$ cat src/rtl/muldiv_pkg.sv
// Shared encodings, state type and helpers for the HI/LO multiply/divide sequencer.
package muldiv_pkg;

    localparam logic [1:0] OP_MULT  = 2'b00;
    localparam logic [1:0] OP_MULTU = 2'b01;
    localparam logic [1:0] OP_DIV   = 2'b10;
    localparam logic [1:0] OP_DIVU  = 2'b11;

    localparam int          DIV_CYCLES = 32;
    localparam int          CNT_W      = 5;
    localparam logic [31:0] LO_DIV0    = 32'hFFFF_FFFF;

    typedef enum logic [1:0] {
        IDLE = 2'd0,
        MUL  = 2'd1,
        DIV  = 2'd2,
        FIN  = 2'd3
    } state_e;

    // Magnitude of an operand; unsigned ops pass through untouched.
    function automatic logic [31:0] op_mag(input logic [31:0] v, input logic is_signed);
        logic [31:0] m;
        if (is_signed && v[31]) begin
            m = 32'd0 - v;
        end else begin
            m = v;
        end
        return m;
    endfunction

endpackage

$ cat src/rtl/muldiv_div_step.sv
// One restoring-division iteration: shift in the next dividend bit, trial-subtract the divisor.
module muldiv_div_step
    import muldiv_pkg::*;
(
    input  logic [31:0] rem,
    input  logic [31:0] quo,
    input  logic [31:0] divisor,
    output logic [31:0] rem_next,
    output logic [31:0] quo_next
);

    logic [32:0] shifted_s;
    logic [33:0] diff_s;
    logic        fits_s;

    // Remainder stays below the divisor, so both outcomes fit back into 32 bits.
    always_comb begin
        shifted_s = {rem, quo[31]};
        diff_s    = {1'b0, shifted_s} - {2'b00, divisor};
        fits_s    = ~diff_s[33];
        if (fits_s) begin
            rem_next = diff_s[31:0];
        end else begin
            rem_next = shifted_s[31:0];
        end
        quo_next = {quo[30:0], fits_s};
    end

endmodule

$ cat src/rtl/muldiv_sequencer.sv
// EX-stage multi-cycle MULT/DIV controller owning the architectural HI/LO registers.
module muldiv_sequencer
    import muldiv_pkg::*;
#(
    parameter int MUL_LATENCY = 4,
    parameter int XLEN        = 32
) (
    input  logic            clk,
    input  logic            rst,
    input  logic            start,
    input  logic [1:0]      op,
    input  logic [XLEN-1:0] a,
    input  logic [XLEN-1:0] b,
    input  logic            hi_we,
    input  logic            lo_we,
    input  logic [XLEN-1:0] wdata,
    input  logic            rd_req,
    input  logic            flush,
    output logic            busy,
    output logic            done,
    output logic            stall,
    output logic [XLEN-1:0] hi,
    output logic [XLEN-1:0] lo
);

    state_e           state_r;
    logic [CNT_W-1:0] cnt_r;
    logic [1:0]       op_r;
    logic [31:0]      a_r;
    logic [31:0]      b_r;
    logic [31:0]      rem_r;
    logic [31:0]      quo_r;
    logic [31:0]      dvs_r;
    logic [31:0]      hi_r;
    logic [31:0]      lo_r;
    logic             busy_r;
    logic             done_r;

    logic [31:0]        rem_next_s;
    logic [31:0]        quo_next_s;
    logic               signed_s;
    logic signed [65:0] a_ext_s;
    logic signed [65:0] b_ext_s;
    logic signed [65:0] prod_s;
    logic [31:0]        res_hi_s;
    logic [31:0]        res_lo_s;

    muldiv_div_step u_div_step (
        .rem      (rem_r),
        .quo      (quo_r),
        .divisor  (dvs_r),
        .rem_next (rem_next_s),
        .quo_next (quo_next_s)
    );

    // Final HI/LO values from the latched operands and the divider state.
    always_comb begin
        signed_s = ~op_r[0];
        a_ext_s  = 66'(signed'({signed_s & a_r[31], a_r}));
        b_ext_s  = 66'(signed'({signed_s & b_r[31], b_r}));
        prod_s   = a_ext_s * b_ext_s;
        if (!op_r[1]) begin
            res_hi_s = prod_s[63:32];
            res_lo_s = prod_s[31:0];
        end else if (b_r == 32'd0) begin
            res_hi_s = a_r;
            res_lo_s = LO_DIV0;
        end else begin
            // Quotient sign from the operand signs, remainder follows the dividend.
            res_lo_s = (signed_s && (a_r[31] ^ b_r[31])) ? (32'd0 - quo_r) : quo_r;
            res_hi_s = (signed_s && a_r[31]) ? (32'd0 - rem_r) : rem_r;
        end
    end

    // Sequencer FSM, iteration counter, divider datapath and HI/LO registers.
    always_ff @(posedge clk) begin
        if (rst) begin
            state_r <= IDLE;
            cnt_r   <= {CNT_W{1'b0}};
            op_r    <= OP_MULT;
            a_r     <= 32'd0;
            b_r     <= 32'd0;
            rem_r   <= 32'd0;
            quo_r   <= 32'd0;
            dvs_r   <= 32'd0;
            hi_r    <= 32'd0;
            lo_r    <= 32'd0;
            busy_r  <= 1'b0;
            done_r  <= 1'b0;
        end else begin
            case (state_r)
                IDLE: begin
                    cnt_r  <= {CNT_W{1'b0}};
                    done_r <= 1'b0;
                    if (start && !flush) begin
                        op_r    <= op;
                        a_r     <= a;
                        b_r     <= b;
                        rem_r   <= 32'd0;
                        quo_r   <= op_mag(a, ~op[0]);
                        dvs_r   <= op_mag(b, ~op[0]);
                        state_r <= op[1] ? DIV : MUL;
                        busy_r  <= 1'b1;
                    end else begin
                        busy_r <= 1'b0;
                        // A start squashed by flush still owns the slot, so MT writes stay dropped.
                        if (!start && hi_we) begin
                            hi_r <= wdata;
                        end
                        if (!start && lo_we) begin
                            lo_r <= wdata;
                        end
                    end
                end
                MUL: begin
                    if (flush) begin
                        state_r <= IDLE;
                        busy_r  <= 1'b0;
                        done_r  <= 1'b0;
                    end else if (cnt_r == CNT_W'(MUL_LATENCY - 1)) begin
                        state_r <= FIN;
                        done_r  <= 1'b1;
                    end else begin
                        cnt_r <= cnt_r + {{(CNT_W-1){1'b0}}, 1'b1};
                    end
                end
                DIV: begin
                    if (flush) begin
                        state_r <= IDLE;
                        busy_r  <= 1'b0;
                        done_r  <= 1'b0;
                    end else begin
                        rem_r <= rem_next_s;
                        quo_r <= quo_next_s;
                        if (cnt_r == CNT_W'(DIV_CYCLES - 1)) begin
                            state_r <= FIN;
                            done_r  <= 1'b1;
                        end else begin
                            cnt_r <= cnt_r + {{(CNT_W-1){1'b0}}, 1'b1};
                        end
                    end
                end
                FIN: begin
                    state_r <= IDLE;
                    busy_r  <= 1'b0;
                    done_r  <= 1'b0;
                    if (!flush) begin
                        hi_r <= res_hi_s;
                        lo_r <= res_lo_s;
                    end
                end
                default: begin
                    state_r <= IDLE;
                    busy_r  <= 1'b0;
                    done_r  <= 1'b0;
                end
            endcase
        end
    end

    assign busy  = busy_r;
    assign done  = done_r;
    assign hi    = hi_r;
    assign lo    = lo_r;
    assign stall = busy_r & (start | rd_req | hi_we | lo_we);

endmodule

$ cat config.mk
export PLATFORM = sky130hd
export DESIGN_NAME = muldiv_sequencer
export DESIGN_NICKNAME = d
export VERILOG_FILES = /design/src/rtl/muldiv_pkg.sv /design/src/rtl/muldiv_div_step.sv /design/src/rtl/muldiv_sequencer.sv
export SDC_FILE = /design/constraint.sdc
export NUM_CORES = 2
export LEC_CHECK = 0
export ABC_CLOCK_PERIOD_IN_PS = 14800
export BUFFER_PORTS_ARGS = -buffer_cell sky130_fd_sc_hd__buf_2
export CORE_ASPECT_RATIO = 1.2
export CORE_MARGIN = 3
export CORE_UTILIZATION = 50
export DETAILED_ROUTE_END_ITERATION = 8
export GPL_TIMING_DRIVEN = 0
export PLACE_DENSITY = 0.66
export SLEW_MARGIN = 5
export SYNTH_ARGS = -nofsm -noshare
export SYNTH_HDL_FRONTEND = slang
export SYNTH_SLANG_ARGS = --single-unit
export TNS_END_PERCENT = 100
$ cat constraint.sdc
create_clock -name clk -period 14.8 [get_ports clk]
set_clock_uncertainty 0.15 [all_clocks]
set_input_delay 1.48 -clock clk [delete_from_list [all_inputs] [get_ports clk]]
set_output_delay 1.48 -clock clk [all_outputs]
set_load 0.05 [all_outputs]
## Yosys cells after proc, flatten, opt, wreduce, memory -nomap -nowiden

Index checks and enable logic that the tools add are counted.
W data, S select, Z words.

- Register bits: 235
- Bits of input ports: 105
- Output and inout port bits: 67

- $add $sub $neg: 6
- $mul: 1
- Equal/unequal tests: 17
- Multiplexer cells: 43
- Bitwise logic cells: 10
- Reductions and logical operators: 23

Operators by type and width:

| operator | number |
|---|---|
| $mux W32 | 19 |
| $pmux W32 S2 | 4 |
| $sub A1 B32 Y32 const A | 4 |
| $mul A33 B33 Y64 | 1 |
| $sub A33 B32 Y34 | 1 |
| $logic_not A32 Y1 | 1 |
| $mux W5 | 4 |
| $ne A2 B2 Y1 const B | 9 |
| $pmux W5 S3 | 1 |
| $mux W2 | 6 |
| $pmux W2 S4 | 1 |
| $reduce_and A4 Y1 | 2 |
| $logic_and A1 B1 Y1 | 7 |
| $mux W1 | 6 |
| $ne A3 B3 Y1 const B | 2 |
| $pmux W1 S3 | 2 |
| $reduce_and A3 Y1 | 2 |
| $add A5 B1 Y5 const B | 1 |
| $eq A5 B2 Y1 const B | 1 |
| $eq A5 B5 Y1 const B | 1 |
| $reduce_and A5 Y1 | 1 |
| $eq A2 B2 Y1 const B | 2 |
| $reduce_and A2 Y1 | 2 |
| $reduce_bool A2 Y1 | 2 |
| other kinds (10) | 18 |

## Depth between registers and ports, before layout

- Depth in word-level cells: 7
- Gate-level depth with buffers: 31
- Depth with buffers taken out: 27

## Modules after synthesis

From an unflattened synthesis, not the netlist that was laid out.

- Cell total of the unflattened synthesis: 6346
- Area, all modules: 53234.8 um^2

Modules (own cells, without submodules):

| module | instances | cells each | area each (um^2) | seq. area each (um^2) |
|---|---|---|---|---|
| muldiv_sequencer | 1 | 6000 | 50915.1 | 4684.5 |
| muldiv_div_step | 1 | 346 | 2319.7 | 0.0 |

## Worst setup path before layout

OpenSTA, ideal clock, no wires.

- Kind: reg2reg
- Start point: reg a_r[31]
- End point: reg hi_r[26] (netlist: hi[26])
- Arrival: 8691 ps
- Data required time: 14587 ps
- Slack: 5896 ps
- Stages on the path, launching flop included: 31
- Clock period less this slack: 8904 ps
- Cell sequence: dfxtp_1 -> clkbuf_1 -> nor2b_1 -> clkbuf_1 -> clkbuf_1 -> nand2_1 -> inv_1 -> fa_1 -> inv_1 -> fa_1 -> inv_1 -> fa_1 -> fa_1 -> inv_1 -> fa_1 -> inv_1 -> fa_1 -> inv_1 -> fa_1 -> fa_1 -> inv_1 -> ha_1 -> clkbuf_1 -> nand2_1 -> o21ai_0 -> nor2_1 -> nor4_1 -> nor3_1 -> or3_1 -> or4b_1 -> nand3_1

- Cells in the longest elaborated chain, start to end: 6

Ends and longest elaborated chain:

| element | line | source |
|---|---|---|
| start: declaration | muldiv_sequencer.sv:29 | `logic [31:0] a_r;` |
| start signal: assignment | muldiv_sequencer.sv:81 | `a_r <= 32'd0;` |
| start signal: assignment | muldiv_sequencer.sv:97 | `a_r <= a;` |
| branches (longest 3 deep; another with $mul A33 B33 Y64) | -- |  |
| $mux W32 (*) | muldiv_sequencer.sv:62 | `if (!op_r[1]) begin` |
| $mux W32 (*) | muldiv_sequencer.sv:147 | `if (!flush) begin` |
| $pmux W32 S2 (*) | muldiv_sequencer.sv:91 | `case (state_r)` |
| end signal: assignment | muldiv_sequencer.sv:108 | `hi_r <= wdata;` |
| end signal: assignment | muldiv_sequencer.sv:148 | `hi_r <= res_hi_s;` |
| end: declaration | muldiv_sequencer.sv:34 | `logic [31:0] hi_r;` |

Every way passes the cells marked *. The select of a mux whose other input is x is not followed.
A chain may end at the register's enable or synchronous reset.

## Worst setup path after layout

Ends and elaborated chain as after synthesis.

==> results.txt <==
* Design Power: 4570 µW
- Arr. time, crit path: 12.42 ns
* Library cell occupying the most area in the post-synthesis netlist: fa_1
* Count of mapped cells out of synthesis: 6234
* Critical Path Fanout Max: 10
- Via count of the routed design: 45.1k
* Instance area after placement: 0.0552 mm²
- Input and output buffers added on the ports amount to 169.
- GRT Total Usage: 0.376
- The worst hold path passes through 2 cells.
- For this configuration, the core starts out at a cell density of 0.507.
- The worst-case IR drop observed on VDD is 0.115 mV.
- Setup CP Type: reg2reg
- Fill count: 9903
* Iteration-0 DRC count of the detailed router: 3745
* Area of combinational cells with multiple inputs: 0.0419 mm²
- Sorting the synthesized cells by area gives the leading types as fa_1 43%, dfxtp_1 8.9%, inv_1 8.5%, nand2_1 7.9%, ha_1 6.1%.
- Fraction of synthesized cell area taken by the top area cell type: 0.429
* Cell count of the worst reg-to-reg path: 30
- After synthesis the netlist holds a flip-flop and latch count of 234.
- Global routing finished with a remaining overflow of 0.
- Clk Latency, worst-skew pair: 0.58 ns
- Achievable clock frequency: 82.8 MHz
- Dividing total power by cell area gives a power density of 81.7 mW/mm².
* Run status: finished, final reports clean
- The final layout contains routed wiring with a total length of 204 mm.
* Worst slack on hold paths: 0.308 ns
- After routing the design area is 0.0559 mm².
- The die covers 0.109 mm².
- Tightest slew margin relative to the limit: 0.0765
- Clock tree from TritonCTS: done
* Share of the cycle needed by the critical path after routing: 0.816
- After synthesis, the share of flip-flops with an asynchronous set or reset is 0.
- Measured along the y axis, the die boundary spans 361 µm.
- When the netlist entered floorplanning its net count stood at 7722.
- For the worst setup path, the data required time is 15.14 ns.
- Yosys mapped the design onto 73 distinct sky130hd cell types.
* Delay of the slowest critical-path stage: 1.04 ns
* Setup crit start kind: flip-flop
- Detail-routed via count per cell: 5.77
* Number of sinks on the clock net: 234
- Total number of nets in the final design: 7915
- Router iterations before antenna repair: 6
- Relative to the synthesized area, the layout overhead comes to 6.30%.
- Nature of the critical path endpoint: flip-flop
- Core Rows: 129
* Final count of negative-setup-slack endpoints: 0
* Final core utilization: 0.539
* Worst min-delay path startpoint: lo[15]
* Final Wtd Congestion: 1.04
- Count of warnings emitted by yosys: 0
- Post-synth top cells: 1190 x inv_1, 1126 x fa_1, 1101 x nand2_1
* Share of cells above drive strength 1: 0.0377
- TNS Setup: 0 ns
- After detailed routing, the number of remaining DRC violations is 0.
- The hold violation count in the final report came to 0.
- Lkg Pwr: 0.0262 µW
- The tree is rooted in a clkbuf_16.
* Largest buffer count on any clock path: 3
- Slowest cell on the critical path: fa_1
- In this run the cell area of the synthesized design comes to 0.0526 mm².
* Initial antenna violation count: 14
- Number of synthesized flops with an enable pin: 0
- The detail route stage leaves a number of antenna-violating nets equal to 0.
- After detailed routing, the average wire length per cell comes to 26.1 µm.
- Among all cell types in the netlist, the one instantiated most often is inv_1.
* Reg-to-Reg End: hi[26]
* Launch point of the worst reg-to-reg path: a_r[31]
- Avg Synthesized Cell Area: 8.44 µm²
- After clock tree synthesis, the setup repair step added 0 buffers.
* Reported max-cap violation count: 0
* Combined flip-flop and latch cell area: 0.00468 mm²
- Slew @ Worst Pin: 1.39 ns
* Clock period minus final worst setup slack: 12.08 ns
- The worst register-to-register path has a setup slack of 2.72 ns.
- The worst hold path belongs to the class reg2reg.
- Clock slew at reported path FFs: 0.07 ns
- The share of the Yosys chip area taken by registers is 0.0891.
- Number of global-route vias before repair: 46.8k
- The first global-routing pass estimated 300 mm of wire.
* Width of the chip: 302 µm
* Number of resized instances in the post-cts repair step: 0
- Entering global routing, the biggest net connects 25 pins.
* Hold path endpoint: lo[15]
- TritonCTS created 22 clock buffers.
- In this run the count of I/O pins placed on the die edge is 172.
- H-tree levels: 1
- The critical path contains buffers and inverters numbering 11 combined.
- Standard cell core area: 0.104 mm²
- Detailed placement finished with a half-perimeter wire length of 173 mm.
- Number of buffers inserted for hold repair after clock tree synthesis: 0
- Unrepaired setup endpoints after global routing: no
- Most used cell, CP: fa_1
* Primary flip-flop cell chosen by synthesis mapping: dfxtp_1
* Fin. max-slew vios: 0
- The kind of cell with the highest combined delay along the critical path is adder cells.
[power breakdown]
part	switching, µW	internal, µW	total [µW]
Clock	279	335	614
Combinational	2180	857	3040
Sequential	148	766	915
Total	2610	1960	4570
[sequential cells by signal, summed over array words and instances, names as in the netlist]
register / cells
state_r: 2
a_r: 32
op_r: 2
done: 1
lo: 32
busy: 1
dvs_r: 31
quo_r: 32
hi: 32
b_r: 32
rem_r: 32
cnt_r: 5
[how the worst max path moves through the flow]
stage | from | endpoint | slack [ns] | cells past startpoint
floorplan | a_r[31] | hi[26] | 5.90 | 30
global placement | a_r[31] | hi[26] | 3.14 | 30
detailed placement | a_r[31] | hi[26] | 3.08 | 30
CTS | a_r[31] | hi[26] | 2.97 | 30
global route | a_r[31] | hi[26] | 2.39 | 30
finish | a_r[31] | hi[26] | 2.72 | 30
[metal layers]
layer	global-route usage	part of all wire	up-vias	routed length, µm
met1	0.435	0.35	22700	71000
met2	0.619	0.47	2261	96100
li1	-	-	19400	-
met4	0.283	0.095	10	19400
met3	0.0706	0.085	657	17300
met5	0	0.00033	-	67
[area by class of cell]
| cell class | instances | area share |
|---|---|---|
| multi-input combinational | 4409 | 0.750 |
| sequential | 234 | 0.0838 |
| inverter | 1190 | 0.0799 |
| tap | 1375 | 0.0308 |
| buffer | 401 | 0.0271 |
| timing repair buffer | 169 | 0.0151 |
| clock buffer | 28 | 0.0106 |
| clock inverter | 7 | 0.00224 |
| antenna | 6 | 0.000269 |
[cell families (layout without fill, tap and decap cells)]
logic type | count (synthesis) | in the layout | synth area share
adder cells (fa/ha/maj) | 1383 | 1383 | 0.490
AND/OR/NAND/NOR | 1960 | 1960 | 0.170
buffers and inverters | 1591 | 1795 | 0.114
multiplexers | 18 | 18 | 0.00343
other | 0 | 6 | 0
XOR/XNOR | 202 | 202 | 0.0336
flip-flops | 234 | 234 | 0.0891
AO/OA/AOI/OAI | 846 | 846 | 0.101
[layout by cell type (no fill, tap or decap), types with 32 or more instances in the layout]
master	count
and2_1	369
dfxtp_1	234
nor3_1	52
a21o_1	40
fa_1	1125
o21ai_0	195
buf_2	173
xor2_1	95
nand3_1	36
nand2_1	1101
clkbuf_1	384
a211oi_1	50
inv_1	1190
a21oi_1	286
nor4_1	32
ha_1	257
xnor2_1	107
nor2_1	214
[worst register-to-register path: cells and delay by family, from the launching register on]
kind | cells | cell delay [ns]
compound gates | 1 | 0.44
fa+ha+maj | 9 | 4.85
buf+inv | 11 | 3.53
flops | 1 | 0.33
simple gates | 9 | 2.69
[through the flow]
step / cells / worst slack [ns]
after CTS: 7813 / 2.97
after global routing: 7813 / 2.39
after detailed placement: 7778 / 3.08
after global placement: 7778 / 3.14
after floorplan: 6234 / 5.90
final: 7819 / 2.72
No activity file was read; power rests on OpenSTA's default activity.
